## src/rtl/cpu_pkg.sv

```systemverilog
// ---------------------------------------------------------------------------
// cpu_pkg
// Shared CPU-wide constants and types for the GPR file and its write-port
// scheduler.
//   REG_W      : GPR address width
//   DATA_W     : GPR data width
//   NUM_REGS   : number of architectural GPRs (r0 is hard-wired zero)
//   wbEntry_t  : one buffered long-unit result {waddr, wdata}
//   wbSrc_t    : which requester owns the regfile write port this cycle
// ---------------------------------------------------------------------------
package cpu_pkg;

   localparam int REG_W    = 5;
   localparam int DATA_W   = 32;
   localparam int NUM_REGS = 32;

   typedef logic [REG_W-1:0]  regAddr_t;
   typedef logic [DATA_W-1:0] regData_t;

   typedef struct packed {
      regAddr_t waddr;
      regData_t wdata;
   } wbEntry_t;

   localparam int WB_ENTRY_W = $bits(wbEntry_t);

   // SRC_NONE covers both "nobody writes" and "write to r0 swallowed".
   typedef enum logic [1:0] {
      SRC_NONE = 2'd0,
      SRC_PIPE = 2'd1,
      SRC_FIFO = 2'd2
   } wbSrc_t;

endpackage

```

## src/rtl/wb_fifo.sv

```systemverilog
// ---------------------------------------------------------------------------
// wb_fifo
// Small synchronous FIFO holding long-unit results until they win the
// regfile write port. The head is presented combinationally so the
// scheduler can route it to the regfile in the grant cycle.
// Ports:
//   clk, rst   : clock, asynchronous active-high reset (empties the FIFO)
//   push       : write pushData this cycle (ignored when full)
//   pushData   : entry to append
//   pop        : drop the head this cycle (ignored when empty)
//   headData   : current head entry (valid when !empty)
//   full,empty : status, derived purely from registered pointers
// ---------------------------------------------------------------------------
module wb_fifo #(
   parameter int DEPTH = 2,
   parameter int WIDTH = 32
) (
   input  logic             clk,
   input  logic             rst,
   input  logic             push,
   input  logic [WIDTH-1:0] pushData,
   input  logic             pop,
   output logic [WIDTH-1:0] headData,
   output logic             full,
   output logic             empty
);

   localparam int AW = $clog2(DEPTH);

   // One extra pointer bit distinguishes full from empty when the
   // index bits coincide.
   logic [AW:0]      wrPtr;
   logic [AW:0]      rdPtr;
   logic [WIDTH-1:0] mem [DEPTH];
   logic             doPush;
   logic             doPop;

   assign empty = (wrPtr == rdPtr);
   assign full  = (wrPtr[AW] != rdPtr[AW]) && (wrPtr[AW-1:0] == rdPtr[AW-1:0]);

   assign doPush = push && !full;
   assign doPop  = pop && !empty;

   assign headData = mem[rdPtr[AW-1:0]];

   always_ff @(posedge clk or posedge rst) begin
      if (rst) begin
         wrPtr <= '0;
         rdPtr <= '0;
      end else begin
         if (doPush) begin
            wrPtr <= wrPtr + (AW+1)'(1);
         end
         if (doPop) begin
            rdPtr <= rdPtr + (AW+1)'(1);
         end
      end
   end

   // Storage needs no reset: only entries between the pointers are ever read.
   always_ff @(posedge clk) begin
      if (doPush && !rst) begin
         mem[wrPtr[AW-1:0]] <= pushData;
      end
   end

endmodule

```

## src/rtl/regfile_wb_sched.sv

```systemverilog
// ---------------------------------------------------------------------------
// regfile_wb_sched
// Shares the single (negedge) GPR write port between the in-order pipeline
// writeback and buffered long-unit results, and keeps a scoreboard of
// registers still waiting on a long-unit result so issue can stall on
// RAW/WAW hazards.
// Parameters:
//   DEPTH      : long-unit result FIFO entries (power of two, >= 2)
//   STARVE_MAX : consecutive lost arbitrations before the FIFO head is forced
// Ports:
//   clk, rst                       : clock, async active-high reset
//   pipe_we/pipe_waddr/pipe_wdata  : pipeline writeback request
//   pipe_stall                     : writeback not taken; pipe holds request
//   lu_valid/lu_waddr/lu_wdata     : long-unit result
//   lu_ready                       : FIFO not full
//   iss_valid/iss_waddr            : long op issued; mark destination pending
//   chk_rs/chk_rt/chk_rd           : registers of the instruction in issue
//   chk_busy                       : any non-zero chk_* register is pending
//   rf_we/rf_waddr/rf_wdata        : regfile write port
// ---------------------------------------------------------------------------
module regfile_wb_sched
   import cpu_pkg::*;
#(
   parameter int DEPTH      = 2,
   parameter int STARVE_MAX = 4
) (
   input  logic              clk,
   input  logic              rst,
   input  logic              pipe_we,
   input  logic [REG_W-1:0]  pipe_waddr,
   input  logic [DATA_W-1:0] pipe_wdata,
   output logic              pipe_stall,
   input  logic              lu_valid,
   output logic              lu_ready,
   input  logic [REG_W-1:0]  lu_waddr,
   input  logic [DATA_W-1:0] lu_wdata,
   input  logic              iss_valid,
   input  logic [REG_W-1:0]  iss_waddr,
   input  logic [REG_W-1:0]  chk_rs,
   input  logic [REG_W-1:0]  chk_rt,
   input  logic [REG_W-1:0]  chk_rd,
   output logic              chk_busy,
   output logic              rf_we,
   output logic [REG_W-1:0]  rf_waddr,
   output logic [DATA_W-1:0] rf_wdata
);

   localparam int              SW         = $clog2(STARVE_MAX + 1);
   localparam logic [SW-1:0]   STARVE_LIM = SW'(STARVE_MAX);

   // ------------------------------------------------------------------
   // Long-unit result buffer
   // ------------------------------------------------------------------
   wbEntry_t pushEntry;
   wbEntry_t headEntry;
   logic     fifoFull;
   logic     fifoEmpty;
   logic     fifoPop;

   assign pushEntry.waddr = lu_waddr;
   assign pushEntry.wdata = lu_wdata;

   // Ready is a pure function of the registered full flag; a pop in the
   // same cycle does not make room until the next one.
   assign lu_ready = !fifoFull;

   wb_fifo #(
      .DEPTH (DEPTH),
      .WIDTH (WB_ENTRY_W)
   ) uFifo (
      .clk      (clk),
      .rst      (rst),
      .push     (lu_valid),
      .pushData (pushEntry),
      .pop      (fifoPop),
      .headData (headEntry),
      .full     (fifoFull),
      .empty    (fifoEmpty)
   );

   // ------------------------------------------------------------------
   // Write-port arbitration and starve counter
   // ------------------------------------------------------------------
   logic [SW-1:0] starveCnt;
   logic [SW-1:0] starveNext;
   wbSrc_t        grantSrc;
   logic          pipeWants;
   logic          headIsR0;
   logic          fifoForced;

   always_comb begin
      grantSrc   = SRC_NONE;
      fifoPop    = 1'b0;
      pipe_stall = 1'b0;
      starveNext = starveCnt;

      // A pipe write to r0 is a no-op that never competes for the port.
      pipeWants  = pipe_we && (pipe_waddr != '0);
      headIsR0   = !fifoEmpty && (headEntry.waddr == '0);
      fifoForced = fifoFull || (starveCnt == STARVE_LIM);

      if (fifoEmpty) begin
         if (pipeWants) begin
            grantSrc = SRC_PIPE;
         end
      end else if (headIsR0) begin
         // r0 results are discarded without consuming the port.
         fifoPop = 1'b1;
         if (pipeWants) begin
            grantSrc = SRC_PIPE;
         end
      end else if (!pipeWants) begin
         grantSrc = SRC_FIFO;
         fifoPop  = 1'b1;
      end else if (fifoForced) begin
         grantSrc   = SRC_FIFO;
         fifoPop    = 1'b1;
         pipe_stall = 1'b1;
      end else begin
         // Pipe wins over a waiting head. The counter cannot pass the
         // limit: at the limit the branch above forces the FIFO instead.
         grantSrc   = SRC_PIPE;
         starveNext = starveCnt + SW'(1);
      end

      if (fifoPop) begin
         starveNext = '0;
      end

      // Nothing reaches the regfile while reset is held.
      if (rst) begin
         grantSrc   = SRC_NONE;
         fifoPop    = 1'b0;
         pipe_stall = 1'b0;
      end
   end

   always_comb begin
      rf_we    = 1'b0;
      rf_waddr = '0;
      rf_wdata = '0;
      case (grantSrc)
         SRC_PIPE: begin
            rf_we    = 1'b1;
            rf_waddr = pipe_waddr;
            rf_wdata = pipe_wdata;
         end
         SRC_FIFO: begin
            rf_we    = 1'b1;
            rf_waddr = headEntry.waddr;
            rf_wdata = headEntry.wdata;
         end
         default: begin
            rf_we    = 1'b0;
         end
      endcase
   end

   always_ff @(posedge clk or posedge rst) begin
      if (rst) begin
         starveCnt <= '0;
      end else begin
         starveCnt <= starveNext;
      end
   end

   // ------------------------------------------------------------------
   // Pending-register scoreboard (r0 has no entry)
   // ------------------------------------------------------------------
   logic [NUM_REGS-1:1] pending;
   logic [NUM_REGS-1:1] pendingNext;
   logic [NUM_REGS-1:1] pendSet;
   logic [NUM_REGS-1:1] pendClr;
   logic [NUM_REGS-1:0] pendFull;

   genvar gi;
   generate
      for (gi = 1; gi < NUM_REGS; gi++) begin : gPend
         assign pendSet[gi] = iss_valid && (iss_waddr == REG_W'(gi));
         assign pendClr[gi] = fifoPop && (headEntry.waddr == REG_W'(gi));
         // Set dominates clear so a fresh issue is never lost.
         assign pendingNext[gi] = pendSet[gi] | (pending[gi] & ~pendClr[gi]);
      end
   endgenerate

   always_ff @(posedge clk or posedge rst) begin
      if (rst) begin
         pending <= '0;
      end else begin
         pending <= pendingNext;
      end
   end

   // Bit 0 reads as never pending, so r0 operands never stall issue.
   assign pendFull = {pending, 1'b0};
   assign chk_busy = pendFull[chk_rs] | pendFull[chk_rt] | pendFull[chk_rd];

   // Issuing to a register whose result is retiring in the same cycle
   // means issue ignored chk_busy on rd.
   logic setClrClash;
   assign setClrClash = iss_valid && (iss_waddr != '0) && fifoPop &&
                        (headEntry.waddr == iss_waddr);

   aSetClrClash: assert property (@(posedge clk) disable iff (rst) !setClrClash);

endmodule
```

## config.mk

```make
export PLATFORM = sky130hd
export DESIGN_NAME = regfile_wb_sched
export DESIGN_NICKNAME = d
export VERILOG_FILES = /design/src/rtl/cpu_pkg.sv /design/src/rtl/wb_fifo.sv /design/src/rtl/regfile_wb_sched.sv
export SDC_FILE = /design/constraint.sdc
export NUM_CORES = 1
export LEC_CHECK = 0
export CAP_MARGIN = 25
export CORE_MARGIN = 1
export CORE_UTILIZATION = 45
export CTS_CLUSTER_DIAMETER = 150
export DETAILED_ROUTE_END_ITERATION = 8
export DONT_BUFFER_PORTS = 1
export PLACE_DENSITY_LB_ADDON = 0.1
export SYNTH_ARGS = -nofsm -noshare
export SYNTH_HDL_FRONTEND = slang
export SYNTH_SLANG_ARGS = --single-unit
```

## constraint.sdc

```tcl
create_clock -name clk -period 5.9 [get_ports clk]
set_input_delay 1.18 -clock clk [delete_from_list [all_inputs] [get_ports clk]]
set_output_delay 1.18 -clock clk [all_outputs]
set_load 0.02 [all_outputs]
```

==> results.md <==
- CTS sink cnt: 112
- Launching instance or port of the critical path: uFifo.rdPtr[0]
- Number of cell rows: 41
- Pwr dens: 493.1 mW/mm^2
- Vias per inst: 6.017
- Number of antenna violations at the first check in global routing: 0
- Core area: 0.01277 sq mm
- Yosys warns: 0
- Htree depth: 3
- Min-Delay Startpoint: starveCnt[0]
- Combinational share of power: 41.9%
- Total power draw: 3.160 mW
- Power share of the sequential group: 40.5%
- Total routed wirelength: 13320 um
- Layout Cells excl Fill: 658
- Tightest Pin Transition: 780.3 ps
- Later-pin clock latency in the skew report: 350 ps
- Vias in the first global route: 4052
- Mapped Area: 0.005988 sq mm
- Clock tree root buffer cell: clkbuf_16
- Distinct cell type count of the synthesized netlist: 50
- Sequential share of the synthesized area: 52.99%
- Residual DRC count: 0
- PostCTS Resize Cnt: 0
- Data required time at the worst endpoint: 4720 ps
- Primary flip-flop cell chosen by synthesis mapping: edfxtp_1
- Data arrival time of the critical path: 3860 ps
- CP Capture Point: rf_wdata[27]
- Switch share: 40.50%
- CTS buffer count: 9
- RSZ-0062 raised after global routing: no
- DRC violation total after the first TritonRoute iteration: 187
- Net Count, Synth: 594
- Commonest non-fill, non-tap cell in the layout: edfxtp_1
- Skew final: 8.520 ps
- Count of antenna-violating nets left after detailed routing: 0
- Number of buffers added to fix hold violations after cts: 0
- FF+latch count, synth: 112
- Nets: 584
- Number of synthesized flops with an enable pin: 74
- Setup Viol. Count Final: 0
- Maximum cell stage delay along the critical path: 790 ps
- Clock-pin slew on the worst setup and hold paths: 70 ps
- Via Count: 3959
- Ratio of cells with drive above 1 in the final layout: 20.16%
- Critical path peak fanout: 30
- CTS tree: built
- Routability cong.: 0.8633
- Reported net switching power: 1.280 mW
- Filler cell count in the final layout: 1119
- Die area: 0.01377 sq mm
- Boundary Pins: 140
- WL/cell: 20.24 um
- Aggregate global-route resource usage: 19.76%
- Number of instances in the synthesized netlist: 491
- Clock period minus final worst setup slack: 5035 ps
- Run status: finished, final reports clean
- Initial Utilization: 46.88%
- Cell repeated most along the worst path: nor2_1
- Wire length of the first global-routing pass: 21160 um
- Max Clock Freq: 198.6 MHz
- Worst setup EP type: primary output
- Maximum Capacitance Violations: 0
- Clock Path Buffers: 2
- Dpl cells: 642
- I/O Buffers: 0
- Area added between synthesis and finish: 7.000%
- Async S/R FF share, synth: 33.93%
- Final hold slack: 525.2 ps
- Worst max-slew margin expressed relative to the limit: 47.98%
- Die W: 117.4 um
- Commonest cells after routing, fill and taps aside: edfxtp_1, nor2_1, mux2_2
- Final count of hold timing violations: 0
- Worst R2R Setup Slack: 3050 ps
- Worst reg2reg startpoint: uFifo.rdPtr[0]
- Inserted Diodes: 0
- Post-CTS Setup Bufs: 0
- HPWL after detailed placement: 9515 um
- Worst path slowest cell: dfrtp_2
- Crit start category: register
- Maximum number of pins on one net before global-route repair: 39
- Clock Power Share: 17.6%
- Reported leakage power: 2.170 nW
- Worst r2r dst: pending[6]
- Synth Area per Inst: 12.20 sq um
- Kind of path behind the tightest hold check: reg -> reg
- Critical Path, Cell by Cell: or3b_4, a221oi_4, nor2_1, nand2_1, and2_1, ha_1, buf_4, a22oi_1, nor2_1
- Pre-antenna DRT Iters: 4
- Die boundary height: 117.4 um
- Maximum VDD drop: 0.2414 mV
- Total global routing overflow: 0
- Critical setup path kind: reg -> out
- Final core utilization: 50.16%
- Setup TNS after final layout: 0 ps
- Final Slew Violations: 0
- Internal power contribution: 1.880 mW
- Period Utilization, post-route: 85.34%
- Depth of the worst register-to-register path: 7
[per-stage QoR]
stage / area, sq um / setup slack (ps)
after floorplan: 5988 / 1244
after global placement: 6125 / 1092
after detailed placement: 6136 / 1001
after CTS: 6407 / 822.5
after global routing: 6407 / 588.4
final: 6407 / 864.7
[flip-flops by register name (all words and copies together), names as in the netlist]
signal,cells
pending,31
uFifo.wrPtr,2
uFifo.mem,74
starveCnt,3
uFifo.rdPtr,2
[routing by layer]
| metal | wire length (um) | global-route usage, % | part of all wire (%) |
|---|---|---|---|
| met3 | 949 | 5.837 | 7.1 |
| met5 | 0 | 0 | 0 |
| met2 | 6386 | 32.54 | 48 |
| met1 | 5787 | 24.65 | 43 |
| met4 | 194 | 6.981 | 1.5 |
[worst min path at each step]
stage | depth (start not counted) | slack [ps] | to
after floorplan | 1 | 480 | starveCnt[0]
after global placement | 1 | 510 | starveCnt[0]
after detailed placement | 1 | 520 | uFifo.rdPtr[1]
after CTS | 1 | 530 | starveCnt[0]
after global routing | 1 | 580 | uFifo.wrPtr[1]
final | 1 | 530 | starveCnt[0]
[final cells by class]
type	count	area, sq um	share of cell area [%]
inverter	17	63.81	0.9959
multi-input combinational	332	2611	40.75
timing repair buffer	9	71.32	1.113
tap	172	215.2	3.359
clock buffer	9	225.2	3.515
sequential	112	3174	49.54
clock inverter	7	46.29	0.7225
[cells by family (layout without fill, tap and decap cells)]
kind of cell    count (synthesis)  in the layout  share of synthesized area, %
mux                            73             73                         16.67
xor+xnor                        9              9                         1.316
simple gates                  124            124                         10.22
fa+ha+maj                       4              4                        0.8358
flops                         112            112                         52.99
compound gates                122            122                         14.40
buf+inv                        47             42                         3.573
[critical path, delay by kind of cell (launching register included)]
| family | cells | cell delay, ps |
|---|---|---|
| and+or+nand+nor | 5 | 1210 |
| buffers and inverters | 1 | 370 |
| DFF | 1 | 790 |
| AOI/OAI and AO/OA | 2 | 530 |
| adders and majority gates | 1 | 580 |
[power by group through the flow]
stage / registers (mW) / logic, mW / clock network [mW]
after floorplan: 1.19 / 1.18 / 0
after global placement: 1.28 / 1.30 / 0
after detailed placement: 1.30 / 1.33 / 0
after CTS: 1.28 / 1.33 / 0.575
after global routing: 1.31 / 1.47 / 0.603
final: 1.28 / 1.32 / 0.557
[cell usage after synthesis, types with 2 or more instances]
cell | n | area, sq um
a2111oi_0 | 2 | 17.52
a21oi_1 | 2 | 10.01
a221oi_1 | 3 | 26.28
a22oi_1 | 39 | 292.8
and2_1 | 2 | 12.51
buf_1 | 2 | 7.510
buf_2 | 6 | 30.03
buf_6 | 4 | 45.04
clkbuf_1 | 18 | 67.56
dfrtp_1 | 38 | 950.9
edfxtp_1 | 74 | 2222
ha_1 | 4 | 50.05
inv_1 | 17 | 63.81
mux2_2 | 44 | 495.5
mux2i_1 | 12 | 120.1
mux4_2 | 17 | 382.9
nand2_1 | 23 | 86.33
nand2b_1 | 7 | 43.79
nand3_1 | 8 | 40.04
nand3b_1 | 2 | 15.01
nand4b_1 | 2 | 17.52
nor2_1 | 48 | 180.2
nor2b_1 | 4 | 25.02
nor3_1 | 10 | 50.05
nor3b_1 | 3 | 22.52
nor4_1 | 3 | 18.77
o21ai_0 | 35 | 175.2
o21ai_1 | 2 | 10.01
o21ai_2 | 2 | 17.52
o22ai_1 | 2 | 12.51
o31ai_1 | 29 | 217.7
or2_2 | 2 | 12.51
xnor2_1 | 5 | 43.79
xor2_1 | 4 | 35.03
Note: power is estimated with default switching activity, not from simulation.
